<file path="src/rtl/mem_bus_arbiter.sv">
// -----------------------------------------------------------------------------
// mem_bus_arbiter
//
// Purpose:
//   Shares the single CPU memory port between the instruction fetch unit (F,
//   read-only) and the execution unit (E, read/write). One transaction is
//   granted at a time and latched into registered memory-side outputs. The
//   memory's completion is steered back to whichever requester owns the bus.
//   F is protected from starvation by a bounded run of E grants, and a
//   transaction that never completes is aborted after TIMEOUT cycles.
//
// Parameters:
//   MAX_WAIT  consecutive E grants allowed while F waits before F is forced
//             (1..15)
//   TIMEOUT   OWN cycles without mem_done before the transaction is aborted;
//             0 disables the timeout
//
// Ports:
//   clk, reset_n                        clock, asynchronous active-low reset
//   f_address/f_datasize/f_read         fetch request (level, held until done)
//   f_done                              one-cycle completion to fetch
//   e_address/e_datasize/e_read/
//   e_write/e_writedata                 exec request (level, held until done)
//   e_done                              one-cycle completion to exec
//   bus_error                           qualifies f_done/e_done: aborted by
//                                       timeout
//   mem_address/mem_datasize/mem_read/
//   mem_write/mem_writedata             registered memory-side request
//   mem_done                            memory completion
//   busy                                a transaction is outstanding
//   grant_e                             current/last owner is E
//
// States:
//   state | meaning
//   IDLE  | no transaction outstanding; requests are sampled and one granted
//   OWN   | a transaction is on the memory port; requester inputs ignored
// -----------------------------------------------------------------------------
module mem_bus_arbiter #(
    parameter int unsigned MAX_WAIT = 4,
    parameter int unsigned TIMEOUT  = 1024
) (
    input  logic        clk,
    input  logic        reset_n,

    input  logic [63:0] f_address,
    input  logic [1:0]  f_datasize,
    input  logic        f_read,
    output logic        f_done,

    input  logic [63:0] e_address,
    input  logic [1:0]  e_datasize,
    input  logic        e_read,
    input  logic        e_write,
    input  logic [63:0] e_writedata,
    output logic        e_done,

    output logic        bus_error,

    output logic [63:0] mem_address,
    output logic [1:0]  mem_datasize,
    output logic        mem_read,
    output logic        mem_write,
    output logic [63:0] mem_writedata,
    input  logic        mem_done,

    output logic        busy,
    output logic        grant_e
);

    typedef enum logic {
        IDLE = 1'b0,
        OWN  = 1'b1
    } state_t;

    localparam logic [3:0]  WAIT_LIMIT = 4'(MAX_WAIT);
    localparam bit          TMO_EN     = (TIMEOUT != 0);
    // Value of the OWN-cycle counter on the last cycle before abort. The
    // counter is 0 on the first OWN cycle, so this fires on OWN cycle TIMEOUT.
    localparam logic [31:0] TMO_LAST   = 32'(TIMEOUT - 1);

    state_t      state;
    logic [3:0]  wait_cnt;
    logic [31:0] tmo_cnt;

    logic e_pend;
    logic f_pend;
    logic pick_f;
    logic tmo_hit;
    logic finish;

    // -------------------------------------------------------------------------
    // Request decode and completion steering
    // -------------------------------------------------------------------------
    always_comb begin
        e_pend = e_read | e_write;
        f_pend = f_read;

        // F wins when it is alone, or when E has used up its run of grants.
        pick_f = f_pend && (!e_pend || (wait_cnt == WAIT_LIMIT));

        // A real mem_done in the timeout cycle is a normal completion.
        tmo_hit = TMO_EN && (state == OWN) && !mem_done && (tmo_cnt == TMO_LAST);

        finish = (state == OWN) && (mem_done || tmo_hit);

        f_done    = finish && !grant_e;
        e_done    = finish && grant_e;
        bus_error = tmo_hit;
    end

    // -------------------------------------------------------------------------
    // Arbiter FSM with registered memory-side outputs
    // -------------------------------------------------------------------------
    always_ff @(posedge clk or negedge reset_n) begin
        if (!reset_n) begin
            state         <= IDLE;
            wait_cnt      <= '0;
            tmo_cnt       <= '0;
            mem_address   <= '0;
            mem_datasize  <= '0;
            mem_read      <= 1'b0;
            mem_write     <= 1'b0;
            mem_writedata <= '0;
            busy          <= 1'b0;
            grant_e       <= 1'b0;
        end else begin
            case (state)
                IDLE: begin
                    if (e_pend || f_pend) begin
                        state   <= OWN;
                        busy    <= 1'b1;
                        tmo_cnt <= '0;
                        if (pick_f) begin
                            mem_address   <= f_address;
                            mem_datasize  <= f_datasize;
                            mem_writedata <= '0;
                            mem_read      <= 1'b1;
                            mem_write     <= 1'b0;
                            grant_e       <= 1'b0;
                            wait_cnt      <= '0;
                        end else begin
                            mem_address   <= e_address;
                            mem_datasize  <= e_datasize;
                            mem_writedata <= e_writedata;
                            // Read and write together is treated as a write.
                            mem_read      <= e_read && !e_write;
                            mem_write     <= e_write;
                            grant_e       <= 1'b1;
                            if (!f_pend) begin
                                wait_cnt <= '0;
                            end else if (wait_cnt != WAIT_LIMIT) begin
                                wait_cnt <= wait_cnt + 4'd1;
                            end
                        end
                    end
                end

                OWN: begin
                    if (finish) begin
                        state     <= IDLE;
                        mem_read  <= 1'b0;
                        mem_write <= 1'b0;
                        busy      <= 1'b0;
                    end else begin
                        tmo_cnt <= tmo_cnt + 32'd1;
                    end
                end

                default: begin
                    state <= IDLE;
                end
            endcase
        end
    end

endmodule

</file>
<file path="config.mk">
export PLATFORM = sky130hd
export DESIGN_NAME = mem_bus_arbiter
export DESIGN_NICKNAME = d
export VERILOG_FILES = /design/src/rtl/mem_bus_arbiter.sv
export SDC_FILE = /design/constraint.sdc
export NUM_CORES = 1
export LEC_CHECK = 0
export BUFFER_PORTS_ARGS = -buffer_cell sky130_fd_sc_hd__buf_2
export CELL_PAD_IN_SITES_DETAIL_PLACEMENT = 0
export CELL_PAD_IN_SITES_GLOBAL_PLACEMENT = 1
export CORE_MARGIN = 4
export CORE_UTILIZATION = 36
export CTS_BUF_LIST = sky130_fd_sc_hd__clkbuf_8
export CTS_CLUSTER_SIZE = 14
export DETAILED_ROUTE_END_ITERATION = 8
export PLACE_DENSITY = 0.81
export SETUP_SLACK_MARGIN = 0.15
export SLEW_MARGIN = 30
export SYNTH_ARGS = -nofsm -noshare
export SYNTH_HDL_FRONTEND = slang
export SYNTH_SLANG_ARGS = --single-unit
</file>
<file path="constraint.sdc">
create_clock -name clk -period 3.1 [get_ports clk]
set_input_delay 0.465 -clock clk [delete_from_list [all_inputs] [get_ports clk]]
set_output_delay 0.465 -clock clk [all_outputs]
set_load 0.05 [all_outputs]
</file>
==> results.sh, run 1 <==
export IMPL_endpoint_kind="output pin"
export IMPL_hold_class="in -> async"
export IMPL_yosys_area_top_type="dfrtp_1"
export IMPL_ios=339
export IMPL_peakVddDrop_v=0.000580
export IMPL_hold_buffers=0
export IMPL_synth_xor_area_share_pct=0.111
export IMPL_finalCoreUtilization_pct=49.1
export IMPL_yosys_area_share_simple_pct=21.4
export IMPL_dpl_cell_area_um2=9960
export IMPL_routedWlPerCell_um=17.4
export IMPL_power_density_nw_per_um2=1110
export IMPL_drtAntennaViolNets=0
export IMPL_fin_skew_ns=0.0201
export IMPL_die_height_um=156
export IMPL_period_needed_ns=2.85
export IMPL_grt_start_max_net_pins=83
export IMPL_track_usage_pct=19.9
export IMPL_nFillCells=2095
export IMPL_gp_congestion=0.824
export IMPL_internal_power_mw=5.16
export IMPL_ys_seq_elements=171
export IMPL_vias_per_cell=5.01
export IMPL_slowest_delay_ns=0.51
export IMPL_ys_warnings_count=0
export IMPL_cts_buffers=17
export IMPL_finalSetupViolations=0
export IMPL_floorplan_initialDensity_pct=37.2
export IMPL_cts_tree="done"
export IMPL_root_buffer="clkbuf_8"
export IMPL_synth_compound_area_share_pct=11.5
export IMPL_finalHoldViolations=0
export IMPL_fin_crit_sh_pct=91.9
export IMPL_power_total_mw=11.6
export IMPL_totalWireLength_um=25300
export IMPL_port_buffers=338
export IMPL_final_area_um2=10400
export IMPL_vias=7269
export IMPL_synth_area_leaders="dfrtp_1 (54%), nand2_1 (11%), mux2i_1 (8.6%), nand3_1 (5.6%), o21ai_0 (5.2%)"
export IMPL_core_area_um2=21300
export IMPL_r2r_start="tmo_cnt[21]"
export IMPL_cp_data_required_time_ns=2.63
export IMPL_ys_seq_area_share_pct=54.1
export IMPL_swShare_pct=55.5
export IMPL_power_switching_mw=6.44
export IMPL_synth_adder_area_share_pct=0.474
export IMPL_yosysUniqueCellTypes=51
export IMPL_pwr_share_clk_pct=13.3
export IMPL_syn_area_um2=7910
export IMPL_first_pass_iters=5
export IMPL_avgSynthCellArea_um2=9.44
export IMPL_reg2reg_depth=7
export IMPL_grt_pass1_wl_um=38500
export IMPL_worst_slew_pin_slew_ns=0.861
export IMPL_htree_levels=4
export IMPL_antenna_found_initial=1
export IMPL_nNetsFinal=1367
export IMPL_critical_path_max_fanout=3
export IMPL_synth_top_cell_area_share_pct=54.1
export IMPL_drive_gt1_share_pct=36.9
export IMPL_p_seq_share_pct=31.3
export IMPL_clkTransAtPathRegs_ns=0.10
export IMPL_synth_top_family_by_area="simple AND/OR/NAND/NOR gates"
export IMPL_final_common_cell="buf_2"
export IMPL_rsz0062_at_grt="yes"
export IMPL_crit_type="reg -> out"
export IMPL_crit_chain="or4bb_1 -> or4_4 -> buf_4 -> nor3_2 -> clkbuf_4"
export IMPL_max_slew_margin_pct=42.6
export IMPL_gr_total_overflow=0
export IMPL_clk_latency_ns=0.45
export IMPL_die_area_um2=24400
export IMPL_combPwrFrac_pct=55.4
export IMPL_arrival_ns=2.38
export IMPL_setup_ws_ns=0.250
export IMPL_cap_violations=0
export IMPL_regToRegEndpoint="tmo_cnt[28]"
export IMPL_mappedNetlistNets=1043
export IMPL_tns_ns=0
export IMPL_clock_sinks=171
export IMPL_std_cell_rows=53
export IMPL_cp_slowest_cell="or4_4"
export IMPL_dp_slack_ns=0.407
export IMPL_die_x_um=156
export IMPL_synthMuxAreaShare_pct=8.60
export IMPL_cts_buffer_depth=2
export IMPL_slew_viol_final=0
export IMPL_grt_pass1_vias=6886
export IMPL_rrSetupSlack_ns=0.49
export IMPL_syn_instance_count=838
export IMPL_areaGrowthSynthToFinish_pct=32.0
export IMPL_critPathLaunchType="flop"
export IMPL_leakagePower_nw=5.70
export IMPL_first_iter_violations=483
export IMPL_run_status="completed"
export IMPL_most_common_layout_cells="buf_2 (334), nand2_1 (226), dfrtp_1 (164)"
export IMPL_diodes=0
export IMPL_dp_hpwl_um=18700
export IMPL_max_freq_mhz=351
export IMPL_post_route_drc_count=0
==> cell families (layout without fill, tap and decap cells) <==
family                     after synthesis  in the layout
muxes                                   68             68
xor gates and xnor gates                 1              1
AOI/OAI and AO/OA                      152            152
and+or+nand+nor                        375            375
buffers and inverters                   68            405
adders and majority gates                3              3
DFF                                    171            171
==> flip-flops by register name (all words and copies together) (netlist names), 2 cells and up <==
register,count
mem_address,64
mem_datasize,2
mem_writedata,64
tmo_cnt,32
wait_cnt,4
==> synthesized netlist by cell type, drive strengths merged <==
cell type	count
a2bb2oi	2
and3b	1
or3	4
o211ai	1
a41oi	6
nand2b	3
a21o	2
o21ai	85
ha	3
nor4	9
and3	4
or2	1
a32o	1
clkbuf	42
nand3b	1
mux2i	68
and4	3
o21a	1
a32oi	1
o21ba	2
a31oi	30
or4	3
inv	6
a21boi	2
nand4	11
o31ai	2
a31o	1
nand2	227
nor2	10
o21bai	1
nand3	89
nor3	2
xor2	1
buf	20
or4bb	1
nand4b	1
and2	5
a21oi	15
dfrtp	171
==> per-layer routing <==
metal	track usage, %	wire [um]	up-vias
met4	7.11	764	2
met2	33.6	12600	239
met5	0	11	-
met3	3.82	1600	42
met1	25.6	10300	3419
li1	-	-	3567
==> critical path: cells and delay by family (launching register included) <==
family	cells	cell delay, ns
simple gates	3	1.08
flops	1	0.44
buf+inv	2	0.42
==> stage by stage <==
stage                     hold WS, ns  cells
after detailed placement        0.450   1410
after CTS                      0.0362   1449
after global routing           0.0561   1450
after global placement          0.445   1410
after floorplan                 0.169    838
final                          0.0244   1450
==> final cells by class <==
cell class | instances | area (um2) | area share (%)
clock buffers | 18 | 248 | 2.37
well taps | 275 | 344 | 3.30
inverters | 6 | 22.5 | 0.216
multi-input cells | 599 | 3390 | 32.5
repair buffers | 367 | 2020 | 19.3
flip-flops and latches | 171 | 4290 | 41.1
clock inverters | 14 | 129 | 1.23
==> worst max-delay path by stage <==
stage | from | to | slack (ns) | cells after the start
2_1_floorplan | tmo_cnt[23] | e_done | 0.23 | 5
3_3_place_gp | tmo_cnt[23] | e_done | 0.42 | 6
3_5_place_dp | tmo_cnt[23] | e_done | 0.41 | 6
4_1_cts | tmo_cnt[0] | e_done | 0.15 | 7
5_1_grt | tmo_cnt[21] | e_done | 0.13 | 6
6_report | tmo_cnt[21] | bus_error | 0.25 | 5
==> power by group through the flow <==
stage | Clock [mW] | Combinational, mW | Sequential (mW)
after global placement | 0 | 6.41 | 3.64
after global routing | 1.68 | 6.84 | 3.75
after CTS | 1.59 | 6.48 | 3.63
final | 1.54 | 6.43 | 3.63
after detailed placement | 0 | 6.46 | 3.68
after floorplan | 0 | 1.54 | 6.77
==> what timing repair did <==
action | in CTS | in global routing
cloned | 0 | 0
setup buffers | 7 | 1
gates resized for setup | 10 | 9
pin swaps | 2 | 2
setup endpoints to repair | 2 | 3
endpoints found under the hold margin | 0 | 0
Power figures use the tool's default switching activity.
==> inputs of run 2 (changes only) <==
--- a/config.mk
+++ b/config.mk
@@ -6,6 +6,7 @@
 export NUM_CORES = 1
 export LEC_CHECK = 0
 export BUFFER_PORTS_ARGS = -buffer_cell sky130_fd_sc_hd__buf_2
+export CAP_MARGIN = 20
 export CELL_PAD_IN_SITES_DETAIL_PLACEMENT = 0
 export CELL_PAD_IN_SITES_GLOBAL_PLACEMENT = 1
 export CORE_MARGIN = 4
@@ -13,7 +14,7 @@
 export CTS_BUF_LIST = sky130_fd_sc_hd__clkbuf_8
 export CTS_CLUSTER_SIZE = 14
 export DETAILED_ROUTE_END_ITERATION = 8
-export PLACE_DENSITY = 0.81
+export PLACE_DENSITY = 0.9
 export SETUP_SLACK_MARGIN = 0.15
 export SLEW_MARGIN = 30
 export SYNTH_ARGS = -nofsm -noshare
==> run 2 against run 1 <==
Global-route usage fell by 0.58 points. Count of clock-buffer cells in the layout fell by 1. Cell area rose by 0.32%. Clock skew barely moved. Critical endpoint is now e_done.
==> results.sh, run 2 (synthesis results as in run 1) <==
export IMPL_endpoint_kind="output pin"
export IMPL_nNetsFinal=1370
export IMPL_grt_pass1_vias=7004
export IMPL_reg2reg_depth=7
export IMPL_post_route_drc_count=0
export IMPL_drtAntennaViolNets=0
export IMPL_gp_congestion=0.842
export IMPL_areaGrowthSynthToFinish_pct=32.4
export IMPL_rrSetupSlack_ns=0.49
export IMPL_rsz0062_at_grt="yes"
export IMPL_drive_gt1_share_pct=36.5
export IMPL_peakVddDrop_v=0.000646
export IMPL_worst_slew_pin_slew_ns=0.638
export IMPL_hold_ws_ns=0.223
export IMPL_root_buffer="clkbuf_8"
export IMPL_most_common_layout_cells="buf_2 (335), nand2_1 (226), dfrtp_1 (167)"
export IMPL_port_buffers=338
export IMPL_slew_viol_final=0
export IMPL_crit_type="reg -> out"
export IMPL_max_freq_mhz=351
export IMPL_core_area_um2=21300
export IMPL_grt_start_max_net_pins=118
export IMPL_cts_buffer_depth=2
export IMPL_stdcell_count=1453
export IMPL_leakagePower_nw=5.74
export IMPL_die_area_um2=24400
export IMPL_cts_buffers=17
export IMPL_arrival_ns=2.38
export IMPL_period_needed_ns=2.85
export IMPL_final_common_cell="buf_2"
export IMPL_cp_data_required_time_ns=2.63
export IMPL_die_height_um=156
export IMPL_critical_path_max_fanout=4
export IMPL_htree_levels=4
export IMPL_gr_total_overflow=0
export IMPL_routedWlPerCell_um=16.9
export IMPL_grt_pass1_wl_um=37500
export IMPL_min_to="mem_writedata[54]"
export IMPL_finalHoldViolations=0
export IMPL_setup_ws_ns=0.254
export IMPL_clk_latency_ns=0.45
export IMPL_hold_class="in -> reg"
export IMPL_nFillCells=2010
export IMPL_run_status="completed"
export IMPL_holdPathStages=3
export IMPL_totalWireLength_um=24600
export IMPL_track_usage_pct=19.3
export IMPL_power_density_nw_per_um2=1120
export IMPL_reg_top3="mem_address (64), mem_writedata (64), tmo_cnt (32)"
export IMPL_clkTransAtPathRegs_ns=0.11
export IMPL_std_cell_rows=53
export IMPL_antenna_found_initial=1
export IMPL_critPathLaunchType="flop"
export IMPL_ios=339
export IMPL_cts_tree="done"
export IMPL_first_pass_iters=6
export IMPL_vias_per_cell=5.04
export IMPL_first_iter_violations=539
export IMPL_clock_sinks=171
export IMPL_finalSetupViolations=0
export IMPL_dp_slack_ns=0.412
export IMPL_fin_skew_ns=0.0198
export IMPL_regToRegEndpoint="tmo_cnt[23]"
export IMPL_dp_hpwl_um=17800
export IMPL_tns_ns=0
export IMPL_diodes=0
export IMPL_vias=7326
export IMPL_fin_crit_sh_pct=91.8
export IMPL_die_x_um=156
export IMPL_r2r_start="tmo_cnt[21]"
export IMPL_dp_cells=1407
export IMPL_max_slew_margin_pct=57.5
export IMPL_power_total_mw=11.7
export IMPL_cap_violations=0
export IMPL_floorplan_initialDensity_pct=37.2
export IMPL_hold_start="e_writedata[54]"
==> run 2: worst max-delay path: stages (launching register included) <==
cell	delay, ns
dfrtp_2	0.42
or4bb_1	0.49
or4_4	0.53
nor2_4	0.12
o21ai_4	0.08
nor2_2	0.12
buf_6	0.17
==> run 2: routing by layer <==
| metal | vias to the layer above | wire length [um] | GRT usage, % |
|---|---|---|---|
| li1 | 3578 | - | - |
| met2 | 299 | 12300 | 33.2 |
| met1 | 3395 | 9600 | 23.7 |
| met4 | 2 | 902 | 7.60 |
| met3 | 52 | 1700 | 4.18 |
| met5 | - | 13 | 0 |
==> run 2: worst max path at each step <==
stage	startpoint	endpoint	slack, ns	cells after the start
finish	tmo_cnt[21]	e_done	0.25	6
global route	tmo_cnt[21]	e_done	0.12	6
CTS	tmo_cnt[25]	e_done	0.16	6
detailed placement	tmo_cnt[23]	e_done	0.41	6
global placement	tmo_cnt[23]	e_done	0.40	6
floorplan	tmo_cnt[23]	e_done	0.23	5
==> run 2: through the flow <==
step / utilization [%] / cell area, um2
final: 49.2 / 10500
after global routing: 49.2 / 10500
after CTS: 48.9 / 10400
after detailed placement: 46.6 / 9910
after global placement: 46.6 / 9910
after floorplan: - / 7920
==> run 2: cell type report <==
cell class / count / area, um2 / area share (%)
sequential: 171 / 4280 / 40.9
multi-input combinational: 599 / 3400 / 32.4
timing repair buffer: 370 / 2020 / 19.2
tap: 275 / 344 / 3.28
clock buffer: 17 / 234 / 2.23
clock inverter: 15 / 178 / 1.70
inverter: 6 / 22.5 / 0.215
==> run 2: report_power, final <==
part	switching, mW	internal [mW]
registers	0.482	3.15
logic	5.01	1.39
clock network	0.911	0.751
==> run 2: repair_timing <==
item / 4_1_cts / 5_1_grt
endpoints found under the setup margin: 2 / 3
gates resized for setup: 10 / 5
hold endpoints to repair: 22 / 0
pin swaps: 2 / 3
hold buffers: 1 / 0
setup buffers: 8 / 5
